--- src/rtl/kdw_tile_ctrl.sv ---
// Depthwise-kernel tile RAM sequencer: fills RAM_KDW from the weight stream, then replays it to the DW engine.
// Latency: load is 1 weight/cycle with ld_done one cycle after the last beat; replay gives the first element 2 cycles after rd_start.
// Backpressure: ld_ready is high for the whole load; on a replay stall the held address is re-read, so kw_data stays stable.
module kdw_tile_ctrl #(
   parameter int KDW_N_ELEM = 288,
   parameter int WG_W       = 8,
   parameter int K_SZ       = 9,
   parameter int AW         = $clog2(KDW_N_ELEM + 1),
   parameter int CW         = $clog2(KDW_N_ELEM / K_SZ + 1)
) (
   input  logic            clk,
   input  logic            rst,
   input  logic            load_start,
   input  logic [CW-1:0]   n_ch,
   input  logic            ld_valid,
   input  logic [WG_W-1:0] ld_data,
   output logic            ld_ready,
   output logic            ld_done,
   output logic            cfg_err,
   input  logic            rd_start,
   output logic            kw_valid,
   output logic [WG_W-1:0] kw_data,
   output logic            kw_ch_last,
   output logic            kw_last,
   input  logic            kw_ready,
   output logic [AW-1:0]   ram_addr,
   output logic [WG_W-1:0] ram_data,
   output logic            ram_write,
   input  logic [WG_W-1:0] ram_res,
   output logic            busy,
   output logic            tile_valid
);

   // The n_ch range exceeds what fits in RAM, so the size check is done at a width
   // where n_ch*K_SZ cannot wrap; only a legal product is narrowed to AW.
   localparam int PW  = CW + $clog2(K_SZ + 1);
   localparam int KPW = (K_SZ > 1) ? $clog2(K_SZ) : 1;

   typedef enum logic [1:0] {S_IDLE, S_LOAD, S_READ} state_t;

   state_t          r_state;
   state_t          w_state_nxt;

   logic [AW-1:0]   r_n_elem;
   logic [AW-1:0]   r_wr_cnt;
   logic [AW-1:0]   r_rd_cnt;
   logic [AW-1:0]   r_out_cnt;
   logic [KPW-1:0]  r_rd_pos;     // r_rd_cnt modulo K_SZ
   logic [KPW-1:0]  r_out_pos;    // r_out_cnt modulo K_SZ
   logic            r_kw_valid;
   logic            r_tile_valid;
   logic            r_ld_done;
   logic            r_cfg_err;

   logic [PW-1:0]   w_req_elem;
   logic            w_cfg_bad;
   logic            w_ld_beat;
   logic            w_ld_final;
   logic            w_kw_stall;
   logic            w_kw_accept;
   logic            w_kw_final;
   logic            w_rd_issue;

   // Next state, stream handshakes and the RAM port, all decoded from the current state
   always_comb begin
      w_state_nxt = r_state;
      w_req_elem  = PW'(n_ch) * PW'(K_SZ);
      w_cfg_bad   = (n_ch == '0) || (w_req_elem > PW'(KDW_N_ELEM));
      w_ld_beat   = 1'b0;
      w_ld_final  = 1'b0;
      w_kw_stall  = 1'b0;
      w_kw_accept = 1'b0;
      w_kw_final  = 1'b0;
      w_rd_issue  = 1'b0;
      ld_ready    = 1'b0;
      ram_write   = 1'b0;
      ram_addr    = '0;
      ram_data    = '0;
      busy        = (r_state != S_IDLE);

      case (r_state)
         S_IDLE: begin
            // load_start has priority; rd_start in the same cycle is dropped
            if (load_start) begin
               if (!w_cfg_bad) w_state_nxt = S_LOAD;
            end else if (rd_start && r_tile_valid) begin
               w_state_nxt = S_READ;
            end
         end
         S_LOAD: begin
            ld_ready   = 1'b1;
            ram_write  = ld_valid;
            ram_addr   = r_wr_cnt;
            ram_data   = ld_data;
            w_ld_beat  = ld_valid;
            w_ld_final = ld_valid && (r_wr_cnt == r_n_elem - AW'(1));
            if (w_ld_final) w_state_nxt = S_IDLE;
         end
         S_READ: begin
            w_kw_stall  = r_kw_valid && !kw_ready;
            w_kw_accept = r_kw_valid && kw_ready;
            w_kw_final  = w_kw_accept && (r_out_cnt == r_n_elem - AW'(1));
            w_rd_issue  = (r_rd_cnt < r_n_elem) && (!r_kw_valid || kw_ready);
            // On a stall the held word is read again so ram_res does not move
            ram_addr    = w_kw_stall ? r_out_cnt : r_rd_cnt;
            if (w_kw_final) w_state_nxt = S_IDLE;
         end
         default: w_state_nxt = S_IDLE;
      endcase
   end

   // State register
   always_ff @(posedge clk) begin
      if (rst) r_state <= S_IDLE;
      else     r_state <= w_state_nxt;
   end

   // Counters, output slot, tile status and the one-cycle status pulses
   always_ff @(posedge clk) begin
      if (rst) begin
         r_n_elem     <= '0;
         r_wr_cnt     <= '0;
         r_rd_cnt     <= '0;
         r_out_cnt    <= '0;
         r_rd_pos     <= '0;
         r_out_pos    <= '0;
         r_kw_valid   <= 1'b0;
         r_tile_valid <= 1'b0;
         r_ld_done    <= 1'b0;
         r_cfg_err    <= 1'b0;
      end else begin
         r_ld_done <= w_ld_final;
         r_cfg_err <= (r_state == S_IDLE) && load_start && w_cfg_bad;
         case (r_state)
            S_IDLE: begin
               if (load_start) begin
                  if (!w_cfg_bad) begin
                     r_n_elem     <= AW'(w_req_elem);
                     r_wr_cnt     <= '0;
                     r_tile_valid <= 1'b0;
                  end
               end else if (rd_start && r_tile_valid) begin
                  r_rd_cnt   <= '0;
                  r_out_cnt  <= '0;
                  r_rd_pos   <= '0;
                  r_out_pos  <= '0;
                  r_kw_valid <= 1'b0;
               end
            end
            S_LOAD: begin
               if (w_ld_beat) begin
                  r_wr_cnt <= r_wr_cnt + AW'(1);
                  if (w_ld_final) r_tile_valid <= 1'b1;
               end
            end
            S_READ: begin
               // The word addressed now arrives on ram_res next cycle, so the slot is filled then
               if (w_rd_issue) begin
                  r_rd_cnt   <= r_rd_cnt + AW'(1);
                  r_rd_pos   <= (r_rd_pos == KPW'(K_SZ - 1)) ? '0 : r_rd_pos + KPW'(1);
                  r_out_cnt  <= r_rd_cnt;
                  r_out_pos  <= r_rd_pos;
                  r_kw_valid <= 1'b1;
               end else if (w_kw_accept) begin
                  r_kw_valid <= 1'b0;
               end
            end
            default: r_kw_valid <= 1'b0;
         endcase
      end
   end

   assign ld_done    = r_ld_done;
   assign cfg_err    = r_cfg_err;
   assign tile_valid = r_tile_valid;
   assign kw_valid   = r_kw_valid;
   assign kw_data    = r_kw_valid ? ram_res : '0;
   assign kw_ch_last = r_kw_valid && (r_out_pos == KPW'(K_SZ - 1));
   assign kw_last    = r_kw_valid && (r_out_cnt == r_n_elem - AW'(1));

endmodule
--- config.mk ---
export PLATFORM = sky130hd
export DESIGN_NAME = kdw_tile_ctrl
export DESIGN_NICKNAME = d
export VERILOG_FILES = /design/src/rtl/kdw_tile_ctrl.sv
export SDC_FILE = /design/constraint.sdc
export NUM_CORES = 1
export LEC_CHECK = 0
export CAP_MARGIN = 20
export CORE_ASPECT_RATIO = 1.4
export CORE_MARGIN = 2
export CORE_UTILIZATION = 50
export CTS_CLUSTER_SIZE = 14
export DETAILED_ROUTE_END_ITERATION = 10
export PLACE_DENSITY_LB_ADDON = 0.08
export SLEW_MARGIN = 40
export SYNTH_ARGS = -nofsm -noshare
export SYNTH_HDL_FRONTEND = slang
export SYNTH_SLANG_ARGS = --single-unit
--- constraint.sdc ---
create_clock -name clk -period 4.7 [get_ports clk]
set_clock_uncertainty 0.05 [all_clocks]
set_input_delay 1.175 -clock clk [delete_from_list [all_inputs] [get_ports clk]]
set_output_delay 1.175 -clock clk [all_outputs]
set_load 0.02 [all_outputs]
* After elaboration in Yosys (flattened, before gate mapping)
Cells that the tools add are included.
Word-level totals: logic and storage cells 105, input bits 28, bits in registers 50
Cells by class: bitwise operators 2, mux-type cells 42, magnitude comparators 2, reduce and logical (&&, ||, !) cells 25, equal/unequal tests 18, multiply operators 1, $add $sub $neg 4
Operator list (number):
- two-way mux 9 bit | 8
- one-hot mux 9 bit (2 select lines) | 4
- two-way mux 4 bit | 5
- adder 9 x 1 -> 9 bit, second input constant | 2
- equality test 9 bit | 2
- two-way mux 8 bit | 2
- != test 2 bit, second input constant | 8
- one-hot mux 4 bit (2 select lines) | 2
- AND reduction 4 bit | 4
- two-way mux 1 bit | 13
- greater-than comparator 10 x 9 -> 1 bit, second input constant | 1
- logical AND 1 bit | 10
- multiplier 6 x 4 -> 10 bit, second input constant | 1
- two-way mux 2 bit | 5
- less-than comparator 9 bit | 1
- subtractor 9 x 1 -> 9 bit, second input constant | 1
- equality test 4 bit, second input constant | 2
- zero test 6 bit | 1
- != test 3 bit, second input constant | 2
- one-hot mux 2 bit (3 select lines) | 1
- nonzero test 2 bit | 3
- AND reduction 5 bit | 1
- adder 4 x 1 -> 4 bit, second input constant | 1
- != test 3 x 2 -> 1 bit, second input constant | 1
- other kinds (10) | 13

* Longest topological paths before layout
word-level depth 7, gate-level depth with buffers 12

* Worst setup path after synthesis
Ideal clock, no wire load.
kind input to register, from in n_ch[1], to reg r_n_elem[1], setup slack 0.934 ns, arrival time 3.589 ns, required time 4.522 ns, library setup time 0.128 ns, cell stages on the path 11, path through ha_1 > ha_1 > inv_1 > fa_1 > nor2b_1 > nor3b_1 > mux2_2 > o2111ai_1 > clkbuf_1 > mux2i_1 > nor2_1
Between the ends: longest elaborated chain between the ends 5, elaborated cells between the ends (all ways) 6, those cells by class 1 x mul; 1 x order compare; 1 x bitwise; 3 x reduce/logical
Ends and longest elaborated chain:
- start, declared | line 14 | input logic [CW-1:0] n_ch,
- multiplier 6 x 4 -> 10 bit | line 67 | w_req_elem = PW'(n_ch) * PW'(K_SZ);
- greater-than comparator 10 x 9 -> 1 bit | line 68 | w_cfg_bad = (n_ch == '0) || (w_req_elem > PW'(KDW_N_ELEM));
- logical OR 1 bit | line 68
- NOT 1 bit (no line)
- AND reduction 3 bit (no line)
- end signal, assigned | line 138 | r_n_elem <= AW'(w_req_elem);
- end, declared | line 44 | logic [AW-1:0] r_n_elem;
Several ways; a longest one is shown, not always the timed one. A chain may end at the register's enable or synchronous reset.

* Worst setup path in the final report
from reg r_n_elem[1], to out kw_last
Between the ends: longest elaborated chain between the ends 3
Ends and longest elaborated chain:
- subtractor 9 x 1 -> 9 bit | line 179 | assign kw_last = r_kw_valid && (r_out_cnt == r_n_elem - AW'(1));
- equality test 9 bit | line 179
- logical AND 1 bit | line 179
- end, declared | line 24 | output logic kw_last,
No other way between the ends.

==> flow_metrics.env <==
export IMPL_path_clk_slew_ns=0.09
export IMPL_holdPathEnd="r_out_pos[0]"
export IMPL_clkSinkCount=50
export IMPL_coreArea_sq_um=6980
export IMPL_finalSetupViolCount=0
export IMPL_cp_buffers_inverters=2
export IMPL_synthTopCellsByCount="50 x dfxtp_1, 36 x nand2_1, 32 x nor2_1"
export IMPL_fmax_mhz=227
export IMPL_reg2regPathDepth=10
export IMPL_yosysSeqAreaShare_pct=27.6
export IMPL_cp_data_arrival_time_ns=3.17
export IMPL_insertion_delay_ns=0.30
export IMPL_tns_ns=0
export IMPL_synthFlopType="dfxtp_1"
export IMPL_antenna_found_initial=0
export IMPL_initial_core_util_pct=52.0
export IMPL_die_width_um=76.0
export IMPL_syn_instance_count=445
export IMPL_relSlewSlack_pct=53.0
export IMPL_finalWorstSetupSlack_ns=0.302
export IMPL_path_delay_family="simple AND/OR/NAND/NOR gates"
export IMPL_synthToLayoutAreaGrowth_pct=20.1
export IMPL_finalMaxSlewViolations=0
export IMPL_ys_top_cells_by_area="dfxtp_1 28%, ha_1 7.6%, mux2i_1 5.5%, and2_1 4.7%, nand2_1 3.7%"
export IMPL_gr_usage_met2_pct=43.6
export IMPL_top_usage_layer="met2"
export IMPL_ir_drop_mv=0.233
export IMPL_gp_congestion=0.892
export IMPL_cp_slowest_cell="clkdlybuf4s50_1"
export IMPL_wl_mm=9.46
export IMPL_dr_total_vias=3397
export IMPL_fp_row_count=36
export IMPL_critPathRequiredTime_ns=3.47
export IMPL_wl_per_cell_um=16.0
export IMPL_p_per_area_nw_per_um2=361
export IMPL_grt_overflow=0
export IMPL_netlist_area_sq_um=3630
export IMPL_dr_first_iter_drc_count=167
export IMPL_hold_buffers=0
export IMPL_nFillCells=630
export IMPL_syn_nets=496
export IMPL_antenna_cells=0
export IMPL_drc_errors=0
export IMPL_synth_top_cell_by_area="dfxtp_1"
export IMPL_cts_tree="done"
export IMPL_p_leak_nw=1.72
export IMPL_status="finished, final reports clean"
export IMPL_via_per_inst=5.76
export IMPL_ant_nets=0
export IMPL_worstReg2RegStart="r_n_elem[4]"
export IMPL_place_hpwl_mm=7.34
export IMPL_path_cells="inv_1 -> ha_1 -> nor3b_1 -> o21ai_0 -> nor4b_1 -> and3_1 -> clkdlybuf4s50_1"
export IMPL_ys_ff_latch=50
export IMPL_start_kind="flop"
export IMPL_timing_rr_end="r_rd_cnt[0]"
export IMPL_hold_start="r_out_pos[0]"
export IMPL_cts_htree_levels=2
export IMPL_synth_top_area_share_pct=27.6
export IMPL_synth_edf_count=0
export IMPL_synth_cell_type_count=65
export IMPL_hp_class="reg -> reg"
export IMPL_cts_buffers_inserted=5
export IMPL_cts_setup_buffers=0
export IMPL_hold_depth=1
export IMPL_min_period_over_period_pct=93.6
export IMPL_finalNetCount=546
export IMPL_dieArea_sq_um=7960
export IMPL_grtUsageTotal_pct=23.5
export IMPL_timing_hold_violations_final=0
export IMPL_io_buffers=61
export IMPL_clockBufferDepth=2
export IMPL_setup_worst_path_end_class="output port"
export IMPL_cpPeakStageDelay_ns=0.61
export IMPL_tightest_slew_ns=0.704
export IMPL_path_class="reg -> out"
export IMPL_min_period_ns=4.40
export IMPL_place_ws_ns=0.310
export IMPL_first_pass_iters=4
export IMPL_synth_most_common_cell="dfxtp_1"
export IMPL_grtUsageMet3_pct=2.85
export IMPL_grt_pass1_vias=3170
export IMPL_synth_avg_cell_area_sq_um=8.15
export IMPL_layout_drive_gt1_share_pct=7.07
export IMPL_cts_resized=0
export IMPL_synth_async_sr_flop_share_pct=0
export IMPL_chipHeight_um=105
export IMPL_grt_pass1_wl_mm=15.4
export IMPL_io_pins=62
export IMPL_cts_root_buf="clkbuf_8"
export IMPL_maxCapViolations=0
export IMPL_r2r_setup_slack_ns=1.38
export IMPL_yosys_warnings=0
export IMPL_grt_util_met1_pct=26.9
export IMPL_crit_fanout=8
export IMPL_grt_max_degree=30
export IMPL_rsz0062_at_grt="false"
==> flip-flops by register name (all words and copies together), names as in the netlist <==
| name | cells |
|---|---|
| r_rd_pos | 4 |
| r_wr_cnt | 9 |
| tile_valid | 1 |
| kw_valid | 1 |
| ld_done | 1 |
| r_out_pos | 4 |
| r_out_cnt | 9 |
| r_state | 2 |
| cfg_err | 1 |
| r_n_elem | 9 |
| r_rd_cnt | 9 |
==> worst reg2reg max path: stages, from the launching register on <==
cell      delay (ns)
dfxtp_1         0.64
inv_1           0.10
ha_1            0.32
a21oi_1         0.16
nor2_1          0.06
a211oi_1        0.21
o31ai_1         0.18
a211oi_1        0.44
nor3b_1         0.64
buf_4           0.31
mux2_2          0.16
==> placed cells by master (no fill, tap or decap), types with 3 or more instances in the layout <==
| cell | Yosys | layout |
|---|---|---|
| a21oi_1 | 25 | 25 |
| mux2i_1 | 20 | 20 |
| nor3_1 | 8 | 8 |
| ha_1 | 22 | 21 |
| xnor2_1 | 14 | 14 |
| nand3_1 | 10 | 10 |
| clkdlybuf4s50_1 | 0 | 61 |
| o22ai_1 | 3 | 3 |
| nor2b_1 | 4 | 3 |
| dfxtp_1 | 50 | 50 |
| nand2_1 | 36 | 36 |
| o2111ai_1 | 3 | 3 |
| nor3b_1 | 4 | 4 |
| and2_1 | 27 | 27 |
| or2b_1 | 3 | 3 |
| a211oi_1 | 5 | 5 |
| nor2_1 | 32 | 32 |
| clkbuf_8 | 4 | 6 |
| nand4_1 | 6 | 6 |
| o21ai_0 | 26 | 26 |
| inv_1 | 25 | 25 |
| or3_1 | 9 | 9 |
| xor2_1 | 10 | 10 |
| a31oi_1 | 5 | 5 |
| nand2b_1 | 7 | 7 |
| a22o_1 | 15 | 15 |
| buf_4 | 1 | 9 |
| a21o_1 | 4 | 4 |
==> metal layers <==
layer | vias up | routed length [um] | share of wire, %
met2 | 74 | 4920 | 52
met4 | 0 | 299 | 3.2
met5 | - | 0 | 0
met3 | 19 | 301 | 3.2
li1 | 1680 | - | -
met1 | 1624 | 3940 | 42
==> power by group <==
group	leakage (nW)	internal [mW]	switching (mW)	total [mW]
logic	1.26	0.323	0.447	0.769
registers	0.404	0.451	0.0401	0.491
clock network	0.0573	0.171	0.144	0.315
==> stage by stage <==
stage | hold slack [ns] | util [%] | instances | power (mW) | area [sq um]
4_1_cts | 0.440 | 62.4 | 590 | 1.57 | 4360
3_3_place_gp | 0.410 | 60.7 | 583 | 1.25 | 4240
2_1_floorplan | 0.393 | - | 445 | 1.03 | 3630
3_5_place_dp | 0.416 | 60.8 | 583 | 1.26 | 4240
5_1_grt | 0.454 | 62.4 | 590 | 1.67 | 4360
6_report | 0.433 | 62.4 | 590 | 1.58 | 4360
==> kinds of logic (layout without fill, tap and decap cells) <==
| kind of cell | Yosys count | after routing | share of synthesized area, % |
|---|---|---|---|
| AO/OA/AOI/OAI | 111 | 111 | 20.8 |
| XOR/XNOR | 24 | 24 | 5.79 |
| adder cells (fa/ha/maj) | 23 | 23 | 8.14 |
| buffers and inverters | 52 | 102 | 7.69 |
| flip-flops | 50 | 50 | 27.6 |
| multiplexers | 22 | 22 | 6.14 |
| AND/OR/NAND/NOR | 163 | 163 | 23.9 |
==> layout make-up <==
class,instances,area [sq um],area share (%)
Multi-Input combinational cell,343,2350,54.0
Clock inverter,1,30.0,0.689
Timing Repair Buffer,70,678,15.6
Sequential cell,50,1000,23.0
Tap cell,95,119,2.73
Inverter,25,93.8,2.15
Clock buffer,6,82.6,1.89
==> worst max path at each step <==
stage,startpoint,endpoint,slack [ns],cells after the start
detailed placement,n_ch[4],tile_valid,0.31,12
global placement,kw_ready,ram_addr[7],0.38,7
finish,r_n_elem[1],kw_last,0.30,7
floorplan,n_ch[1],r_n_elem[1],0.93,11
CTS,r_n_elem[1],kw_last,0.33,7
global route,r_n_elem[1],kw_last,0.08,7
(Power assumes the default switching activity.)
